**src/rtl/mac_array_sequencer_pkg.sv**
```systemverilog
// ----------------------------------------------------------------------------
// mac_array_sequencer_pkg : shared FSM states and tile geometry for the
//                           4x4 MAC array operand sequencer.  Rev 1.0
// ----------------------------------------------------------------------------
`default_nettype none

package mac_array_sequencer_pkg;

  localparam int TILE     = 4;
  localparam int FEED_LEN = 7;

  typedef enum logic [2:0] {
    ST_IDLE  = 3'd0,
    ST_CLEAR = 3'd1,
    ST_FEED  = 3'd2,
    ST_DRAIN = 3'd3,
    ST_DONE  = 3'd4
  } state_e;

endpackage

`default_nettype wire

```
**src/rtl/mac_array_sequencer_operand_skew.sv**
```systemverilog
// ----------------------------------------------------------------------------
// mac_array_sequencer_operand_skew : selects the diagonal wavefront of A and B
//                                   elements for feed step t.  Rev 1.0
// ----------------------------------------------------------------------------
`default_nettype none

module mac_array_sequencer_operand_skew
  import mac_array_sequencer_pkg::*;
#(
  parameter int DATA_W = 8
) (
  input  logic [2:0]        t_i,
  input  logic [DATA_W-1:0] a_buf_i [TILE][TILE],
  input  logic [DATA_W-1:0] b_buf_i [TILE][TILE],
  output logic [DATA_W-1:0] a_o     [TILE],
  output logic [DATA_W-1:0] b_o     [TILE]
);

  // Row i / column j lags by i / j steps: element k is presented when t == i+k.
  always_comb begin
    for (int i = 0; i < TILE; i++) begin
      a_o[i] = '0;
      b_o[i] = '0;
      for (int k = 0; k < TILE; k++) begin
        if (int'(t_i) == i + k) begin
          a_o[i] = a_buf_i[i][k];
          b_o[i] = b_buf_i[k][i];
        end
      end
    end
  end

endmodule

`default_nettype wire

```
**src/rtl/mac_array_sequencer.sv**
```systemverilog
// ----------------------------------------------------------------------------
// mac_array_sequencer : buffers A/B tiles and streams them, skewed, into a
//                       4x4 systolic MAC array.  Rev 1.0
// ----------------------------------------------------------------------------
`default_nettype none

module mac_array_sequencer
  import mac_array_sequencer_pkg::*;
#(
  parameter int DATA_W       = 8,
  parameter int DRAIN_CYCLES = 4
) (
  input  logic              clk,
  input  logic              reset,
  input  logic              wr_en,
  input  logic              wr_sel,
  input  logic [3:0]        wr_addr,
  input  logic [DATA_W-1:0] wr_data,
  input  logic              start,
  output logic              busy,
  output logic              done,
  output logic              arr_clr,
  output logic [DATA_W-1:0] arr_a0,
  output logic [DATA_W-1:0] arr_a1,
  output logic [DATA_W-1:0] arr_a2,
  output logic [DATA_W-1:0] arr_a3,
  output logic [DATA_W-1:0] arr_b0,
  output logic [DATA_W-1:0] arr_b1,
  output logic [DATA_W-1:0] arr_b2,
  output logic [DATA_W-1:0] arr_b3
);

  state_e            state_q, state_d;
  logic [2:0]        t_q, t_d;
  logic [3:0]        drain_q, drain_d;
  logic [DATA_W-1:0] a_buf_q [TILE][TILE];
  logic [DATA_W-1:0] b_buf_q [TILE][TILE];
  logic              busy_q, done_q, clr_q;
  logic [DATA_W-1:0] arr_a_q [TILE];
  logic [DATA_W-1:0] arr_b_q [TILE];
  logic [DATA_W-1:0] skew_a_w [TILE];
  logic [DATA_W-1:0] skew_b_w [TILE];

  always_comb begin
    state_d = state_q;
    t_d     = t_q;
    drain_d = drain_q;
    case (state_q)
      ST_IDLE:  if (start) state_d = ST_CLEAR;
      ST_CLEAR: begin
        state_d = ST_FEED;
        t_d     = 3'd0;
      end
      ST_FEED: begin
        if (t_q == 3'(FEED_LEN - 1)) begin
          state_d = ST_DRAIN;
          t_d     = 3'd0;
          drain_d = 4'd0;
        end else begin
          t_d = t_q + 3'd1;
        end
      end
      ST_DRAIN: begin
        if (drain_q == 4'(DRAIN_CYCLES - 1)) state_d = ST_DONE;
        else                                 drain_d = drain_q + 4'd1;
      end
      ST_DONE:  state_d = ST_IDLE;
      default:  state_d = ST_IDLE;
    endcase
  end

  // Skew is evaluated on the next feed step so the operand registers line up with the state.
  mac_array_sequencer_operand_skew #(
    .DATA_W (DATA_W)
  ) u_skew (
    .t_i     (t_d),
    .a_buf_i (a_buf_q),
    .b_buf_i (b_buf_q),
    .a_o     (skew_a_w),
    .b_o     (skew_b_w)
  );

  always_ff @(posedge clk or negedge reset) begin
    if (!reset) begin
      state_q <= ST_IDLE;
      t_q     <= 3'd0;
      drain_q <= 4'd0;
      busy_q  <= 1'b0;
      done_q  <= 1'b0;
      clr_q   <= 1'b0;
      for (int i = 0; i < TILE; i++) begin
        arr_a_q[i] <= '0;
        arr_b_q[i] <= '0;
        for (int k = 0; k < TILE; k++) begin
          a_buf_q[i][k] <= '0;
          b_buf_q[i][k] <= '0;
        end
      end
    end else begin
      state_q <= state_d;
      t_q     <= t_d;
      drain_q <= drain_d;
      busy_q  <= (state_d == ST_CLEAR) || (state_d == ST_FEED) || (state_d == ST_DRAIN);
      done_q  <= (state_d == ST_DONE);
      clr_q   <= (state_d == ST_CLEAR);
      for (int i = 0; i < TILE; i++) begin
        arr_a_q[i] <= (state_d == ST_FEED) ? skew_a_w[i] : '0;
        arr_b_q[i] <= (state_d == ST_FEED) ? skew_b_w[i] : '0;
      end
      if (wr_en && !busy_q) begin
        if (wr_sel) b_buf_q[wr_addr[3:2]][wr_addr[1:0]] <= wr_data;
        else        a_buf_q[wr_addr[3:2]][wr_addr[1:0]] <= wr_data;
      end
    end
  end

  assign busy    = busy_q;
  assign done    = done_q;
  assign arr_clr = clr_q;
  assign arr_a0  = arr_a_q[0];
  assign arr_a1  = arr_a_q[1];
  assign arr_a2  = arr_a_q[2];
  assign arr_a3  = arr_a_q[3];
  assign arr_b0  = arr_b_q[0];
  assign arr_b1  = arr_b_q[1];
  assign arr_b2  = arr_b_q[2];
  assign arr_b3  = arr_b_q[3];

endmodule

`default_nettype wire

```
**config.mk**
```make
export PLATFORM = sky130hd
export DESIGN_NAME = mac_array_sequencer
export DESIGN_NICKNAME = d
export VERILOG_FILES = /design/src/rtl/mac_array_sequencer_pkg.sv /design/src/rtl/mac_array_sequencer_operand_skew.sv /design/src/rtl/mac_array_sequencer.sv
export SDC_FILE = /design/constraint.sdc
export NUM_CORES = 1
export LEC_CHECK = 0
export CORE_ASPECT_RATIO = 0.9
export CORE_MARGIN = 2
export CORE_UTILIZATION = 56
export CTS_BUF_LIST = sky130_fd_sc_hd__clkbuf_4
export CTS_CLUSTER_SIZE = 10
export DETAILED_ROUTE_END_ITERATION = 16
export GPL_ROUTABILITY_DRIVEN = 0
export PLACE_DENSITY = 0.8
export SLEW_MARGIN = 10
export SYNTH_ARGS = -nofsm -noshare
export SYNTH_HDL_FRONTEND = slang
export SYNTH_HIERARCHICAL = 1
export SYNTH_SLANG_ARGS = --single-unit
```
**constraint.sdc**
```tcl
create_clock -name clk -period 2.22 [get_ports clk]
set_input_delay 0.333 -clock clk [delete_from_list [all_inputs] [get_ports clk]]
set_output_delay 0.333 -clock clk [all_outputs]
set_load 0.01 [all_outputs]
```
==> flow_summary_export.csv, run 1 <==
group,metric,value,unit
outcome,outcome,"finished clean",
sta,worstMarginPinSlew,0.885,ns
placed_design,dpl_cell_area,0.0171,mm²
detailed_routing,met1_length,14900,µm
yosys,yosys-top-cells-area,"dfrtp_1 55%, mux2_2 18%, mux2i_1 6.3%, nor3b_1 3.3%, nand4bb_1 2.4%",
setup_path,end_kind,"register",
yosys,synth.net_count,1099,
power_and_ir_drop,p_leak,0.00868,µW
detailed_routing,route.detailed.drc,0,
yosys,ys_ff_latch,333,
setup_path,critPathRequiredTime,2.77,ns
grt,grt_remaining_overflow,0,
sta,grt_setup_unrepaired,"true",
setup_path,cp_data_arrival_time,2.76,ns
power_and_ir_drop,p_per_area,1170,mW/mm²
yosys,syn_inst,1081,
floorplanning,die_y,160,µm
grt,grtUsageTotal,24.7,%
setup_path,critPathMaxFanout,9,
sta,hold_violations,0,
cells_and_area,syn2layout_area_growth,21.4,%
cells_and_area,ff_latch_area,0.00834,mm²
detailed_routing,vias,9739,
grt,grt_pass1_vias,10467,
sta,skew,0.0316,ns
placed_design,placed_cells,1521,
cells_and_area,fill_cells,1951,
job,drv_cap,0,
cts,cts-root-buf,"clkbuf_4",
detailed_routing,drt-pass1-iter-count,5,
detailed_routing,vias_per_cell,5.82,
floorplanning,dieArea,0.0284,mm²
grt,grt_max_degree,69,
yosys,async_reset_ff_share,100,%
floorplanning,rows,57,
detailed_routing,wl_met3,1400,µm
detailed_routing,top_layer_used,"met5",
placed_design,port_buffers,83,
detailed_routing,drt-initial-drc-count,661,
yosys,synth_enable_flop_cells,0,
floorplanning,ios,84,
setup_path,cp.buffers_inverters,2,
detailed_routing,ant_nets,0,
cells_and_area,multi_input_area,0.00640,mm²
grt,grt_pass1_wl,55500,µm
yosys,synth.distinct_cells,48,
floorplanning,core_area,0.0268,mm²
yosys,synth_area,0.0152,mm²
setup_path,cpPeakStageDelay,0.45,ns
cells_and_area,drive_gt1_share,40.9,%
cells_and_area,finalNetCount,1278,
cts,ctsHtreeMaxLevel,3,
grt,antenna_found_initial,3,
sta,finalCriticalPeriod,2.21,ns
placed_design,hpwl,21400,µm
setup_path,crit_path_start_kind,"register",
cells_and_area,layout_common_cells,"330 x dfrtp_1, 243 x mux2_2, 117 x clkbuf_4, 89 x mux2i_1, 82 x clkdlybuf4s50_1",
yosys,synth_seq_area_share,55.0,%
floorplanning,die_w,177,µm
floorplanning,initial_core_util,56.6,%
sta,max_freq,453,MHz
detailed_routing,route.met2.wl,17200,µm
yosys,ys.flop_type,"dfrtp_1",
yosys,avgSynthCellArea,14.0,µm²
detailed_routing,drt-total-wl,34000,µm
cts,clock_sinks,333,
hold_path,hold_path_class,"in -> async",
setup_path,crit_type,"reg -> reg",
cts,numCtsBuffers,83,
cells_and_area,fin_area,0.0184,mm²
setup_path,cp_cell_sequence,"nor3_1 -> a22oi_2 -> o21ai_4 -> buf_12 -> buf_4 -> mux2i_1 -> o22ai_1 -> nor3b_1",
sta,drv_slew,0,
yosys,synth_top_area_cell,"dfrtp_1",
power_and_ir_drop,peakVddDrop,0.000809,V
sta,setup_violations,0,
cts,path_clk_slew,0.07,ns
cts,cts_buffer_depth,3,
cells_and_area,finalNonFillerCells,1673,
yosys,synth.top_cell.area_share,55.0,%
detailed_routing,wl_per_cell,20.3,µm
cells_and_area,final_common_cell,"dfrtp_1",
sta,post-route-period-util,99.5,%
setup_path,critical-path-top-delay-family,"compound AO/OA/AOI/OAI gates",
yosys,ys_warn_count,6,
cts,clock_latency,0.68,ns
sta,slew_headroom,40.9,%
cts,cts_tree,"built",
setup_path,cp_slowest_cell,"dfrtp_2",
metal layers:
layer / track usage, % / vias to the layer above
met5: 0 / -
met4: 7.41 / 2
met3: 4.21 / 54
met2: 41.0 / 226
met1: 33.4 / 5063
li1: - / 4394
synth_stat cells (all sizes together), types with 2 or more instances:
cell and instances:
dfrtp 333, mux2 256, mux2i 96, nor3b 66, clkbuf 55, buf 44, o22ai 34, nand4b 32
nand4bb 32, o211ai 32, nor3 18, nand3 16, nand2b 9, nor2b 9, nor2 7, inv 5
o21ai 5, a21oi 4, nand2 3, nand3b 3, o221ai 3, nand4 2, nor4 2, or3 2
or3b 2
per-stage QoR:
step	TNS (ns)	total power [µW]	setup slack, ns	utilization, %	hold WS [ns]
after floorplan	0	13300	0.00462	-	0.0374
after global placement	-0.0175	15700	-0.0101	63.9	0.350
after detailed placement	-1.97	15900	-0.0598	63.9	0.352
after CTS	0	21100	0.00750	67.9	0.200
after global routing	-1.55	22700	-0.0941	68.6	0.223
final	0	21600	0.0103	68.6	0.226
repair_timing:
item | in CTS | in global routing
gates resized for setup | 7 | 26
hold buffers | 1 | 0
buffers inserted | 0 | 5
endpoints found under the setup margin | 6 | 56
hold endpoints to repair | 61 | 0
pin swaps | 0 | 2
cloned | 0 | 2
sequential cells by signal (all words and copies together), names as in the netlist:
| signal | cells |
|---|---|
| a_buf_q | 128 |
| t_q | 3 |
| busy | 1 |
| arr_a0 | 8 |
| drain_q | 4 |
| state_q | 3 |
| arr_b2 | 8 |
| arr_a3 | 8 |
| arr_a2 | 8 |
| arr_b1 | 8 |
| arr_b3 | 8 |
| arr_b0 | 8 |
| arr_a1 | 8 |
| arr_clr | 1 |
| done | 1 |
| b_buf_q | 128 |
worst register-to-register path, delay by kind of cell, from the launching register on:
| family | cells | cell delay, ns |
|---|---|---|
| AO/OA/AOI/OAI | 3 | 0.57 |
| buffers and inverters | 2 | 0.33 |
| multiplexers | 1 | 0.27 |
| flip-flops | 1 | 0.45 |
| AND/OR/NAND/NOR | 2 | 0.45 |
cells by family after synthesis:
| group | synth area share, % |
|---|---|
| mux | 25.3 |
| flops | 55.0 |
| simple gates | 11.6 |
| buf+inv | 3.94 |
| compound gates | 4.07 |
| fa+ha+maj | 0.0825 |
power by group:
group	internal [µW]	switching (µW)
sequential	6990	508
clock	2650	2390
combinational	4380	4700
total	14000	7590
path summary, 6_finish.rpt:
| check | end | depth (start not counted) | startpoint | slack (ns) |
|---|---|---|---|---|
| hold reg to reg | b_buf_q[10] | 1 | b_buf_q[10] | 0.49 |
| min in group clk | arr_clr | 2 | start | 0.30 |
| setup / recovery | arr_a2[2] | 8 | state_q[0] | 0.01 |
| max in group asynchronous | t_q[0] | 3 | reset | 1.26 |
| hold / removal | b_buf_q[77] | 2 | reset | 0.23 |
| setup reg to reg | arr_a2[2] | 8 | state_q[0] | 0.01 |
area by class of cell:
class / count / share of cell area, %
multi-input cells: 644 / 34.8
repair buffers: 193 / 11.8
clock buffers: 117 / 4.77
flip-flops and latches: 333 / 45.3
diodes: 2 / 0.0272
clock inverters: 25 / 0.816
inverters: 5 / 0.102
well taps: 354 / 2.41
Power figures use the tool's default switching activity.
==> run 2: changes to the inputs <==
Settings changed: CAP_MARGIN set to 20.
==> results of run 2 <==
No change in the layout: final DEF, timing and power equal those of run 1.
==> run 3: changes to the inputs <==
Settings changed: CORE_MARGIN 2 to unset, CORE_UTILIZATION 56 to 62, PLACE_DENSITY 0.8 to 0.84.
Clock period 2.22 ns to 2.5 ns, I/O delays scaled along.
==> flow_summary_export.csv, run 3 (same netlist as run 1, synthesis figures left out) <==
group,metric,value,unit
cts,numCtsBuffers,84,
cts,clock_latency,0.71,ns
setup_path,crit_cells,8,
detailed_routing,ant_nets,0,
floorplanning,dieArea,0.0251,mm²
setup_path,end_kind,"register",
detailed_routing,drt-pass1-iter-count,5,
setup_path,cp_data_arrival_time,2.90,ns
grt,grt_max_degree,81,
floorplanning,initial_core_util,64.1,%
cells_and_area,syn2layout_area_growth,15.7,%
cells_and_area,final_common_cell,"dfrtp_1",
setup_path,crit_type,"reg -> reg",
sta,drv_slew,0,
cells_and_area,fin_area,0.0175,mm²
cells_and_area,top_regs,"a_buf_q (128), b_buf_q (128)",
sta,slew_headroom,45.6,%
detailed_routing,wl_met3,1840,µm
hold_path,hold_path_class,"in -> async",
setup_path,cpPeakStageDelay,0.48,ns
setup_path,critical-path-top-delay-family,"compound AO/OA/AOI/OAI gates",
detailed_routing,drt-total-wl,32800,µm
setup_path,regToRegEndpoint,"arr_b1[3]",
sta,skew,0.0346,ns
setup_path,critPathMaxFanout,36,
detailed_routing,wl_per_cell,20.8,µm
setup_path,cp-endpoint,"arr_b1[3]",
sta,hold_violations,0,
setup_path,critPathRequiredTime,3.05,ns
grt,grt_pass1_vias,10271,
detailed_routing,met1_length,13900,µm
placed_design,port_buffers,83,
floorplanning,die_y,150,µm
cells_and_area,finalNetCount,1239,
cts,clock_sinks,333,
sta,setup_violations,0,
floorplanning,rows,53,
sta,worstMarginPinSlew,0.813,ns
cells_and_area,drive_gt1_share,37.6,%
sta,grt_setup_unrepaired,"false",
grt,grtUsageTotal,27.7,%
cts,cts_tree,"built",
grt,grt_pass1_wl,53900,µm
setup_path,r2r-start,"state_q[2]",
setup_path,ff2ff_path_depth,8,
power_and_ir_drop,peakVddDrop,0.000747,V
power_and_ir_drop,p_leak,0.00834,µW
cts,cts-root-buf,"clkbuf_4",
cells_and_area,layout_common_cells,"332 x dfrtp_1, 243 x mux2_2, 120 x clkbuf_4, 96 x mux2i_1, 82 x clkdlybuf4s50_1",
sta,post-route-period-util,94.3,%
setup_path,crit_start,"state_q[2]",
setup_path,r2r_slack,0.14,ns
setup_path,cp.buffers_inverters,2,
detailed_routing,route.met2.wl,16100,µm
job,drv_cap,0,
detailed_routing,top_layer_used,"met4",
cts,path_clk_slew,0.06,ns
floorplanning,ios,84,
detailed_routing,drt-initial-drc-count,604,
floorplanning,core_area,0.0237,mm²
cells_and_area,fin_util,74.1,%
floorplanning,die_w,167,µm
sta,max_freq,424,MHz
grt,grt_remaining_overflow,0,
cts,ctsHtreeMaxLevel,3,
placed_design,hpwl,20200,µm
setup_path,cp_cell_sequence,"nor2b_2 -> a31oi_1 -> o22ai_4 -> buf_12 -> buf_4 -> mux2i_1 -> o211ai_2 -> nor3b_1",
power_and_ir_drop,p_per_area,1040,mW/mm²
detailed_routing,vias,9670,
placed_design,dpl_cell_area,0.0165,mm²
detailed_routing,route.detailed.drc,0,
setup_path,cp_slowest_cell,"dfrtp_2",
detailed_routing,vias_per_cell,6.12,
sta,finalCriticalPeriod,2.36,ns
grt,antenna_found_initial,3,
outcome,outcome,"finished clean",
setup_path,crit_path_start_kind,"register",
cts,cts_buffer_depth,3,
## run 3: worst min-delay path by stage
stage | to
finish | arr_b1[0]
global route | arr_b1[0]
floorplan | a_buf_q[0]
detailed placement | arr_b1[3]
CTS | t_q[1]
global placement | arr_b1[1]
## run 3: report_power, final
group	internal [µW]	switching, µW	total, µW
Combinational	3200	3880	7080
Clock	2300	2140	4440
Sequential	6200	454	6660
## run 3: layer usage
metal | vias to the layer above | GRT usage, %
met5 | - | 0
met4 | 0 | 12.6
met3 | 78 | 6.10
met2 | 292 | 44.5
met1 | 4976 | 36.4
li1 | 4324 | -
## run 3: layout make-up
class,count,area (µm²)
clock inverters,20,115
fillers,1523,6130
well taps,302,378
diodes,3,7.51
clock buffers,120,901
inverters,5,18.8
multi-input cells,644,6290
repair buffers,153,1500
flip-flops and latches,333,8330
## run 3: per-stage QoR
step	setup WS, ns	hold slack [ns]	instances	TNS, ns	total power, µW
after floorplan	0.270	0.0794	1081	0	11800
after global placement	0.0186	0.374	1434	0	13500
after detailed placement	-0.0391	0.370	1434	-0.254	13700
after CTS	0.0596	0.222	1575	0	18200
after global routing	0.0173	0.232	1579	0	19100
final	0.143	0.222	1580	0	18200
## run 3: timing repair
item | 4_1_cts | 5_1_grt
gates resized for setup | 0 | 1
setup buffers | 0 | 2
endpoints found under the hold margin | 64 | 0
hold buffers | 1 | 0
setup endpoints to repair | 0 | 32
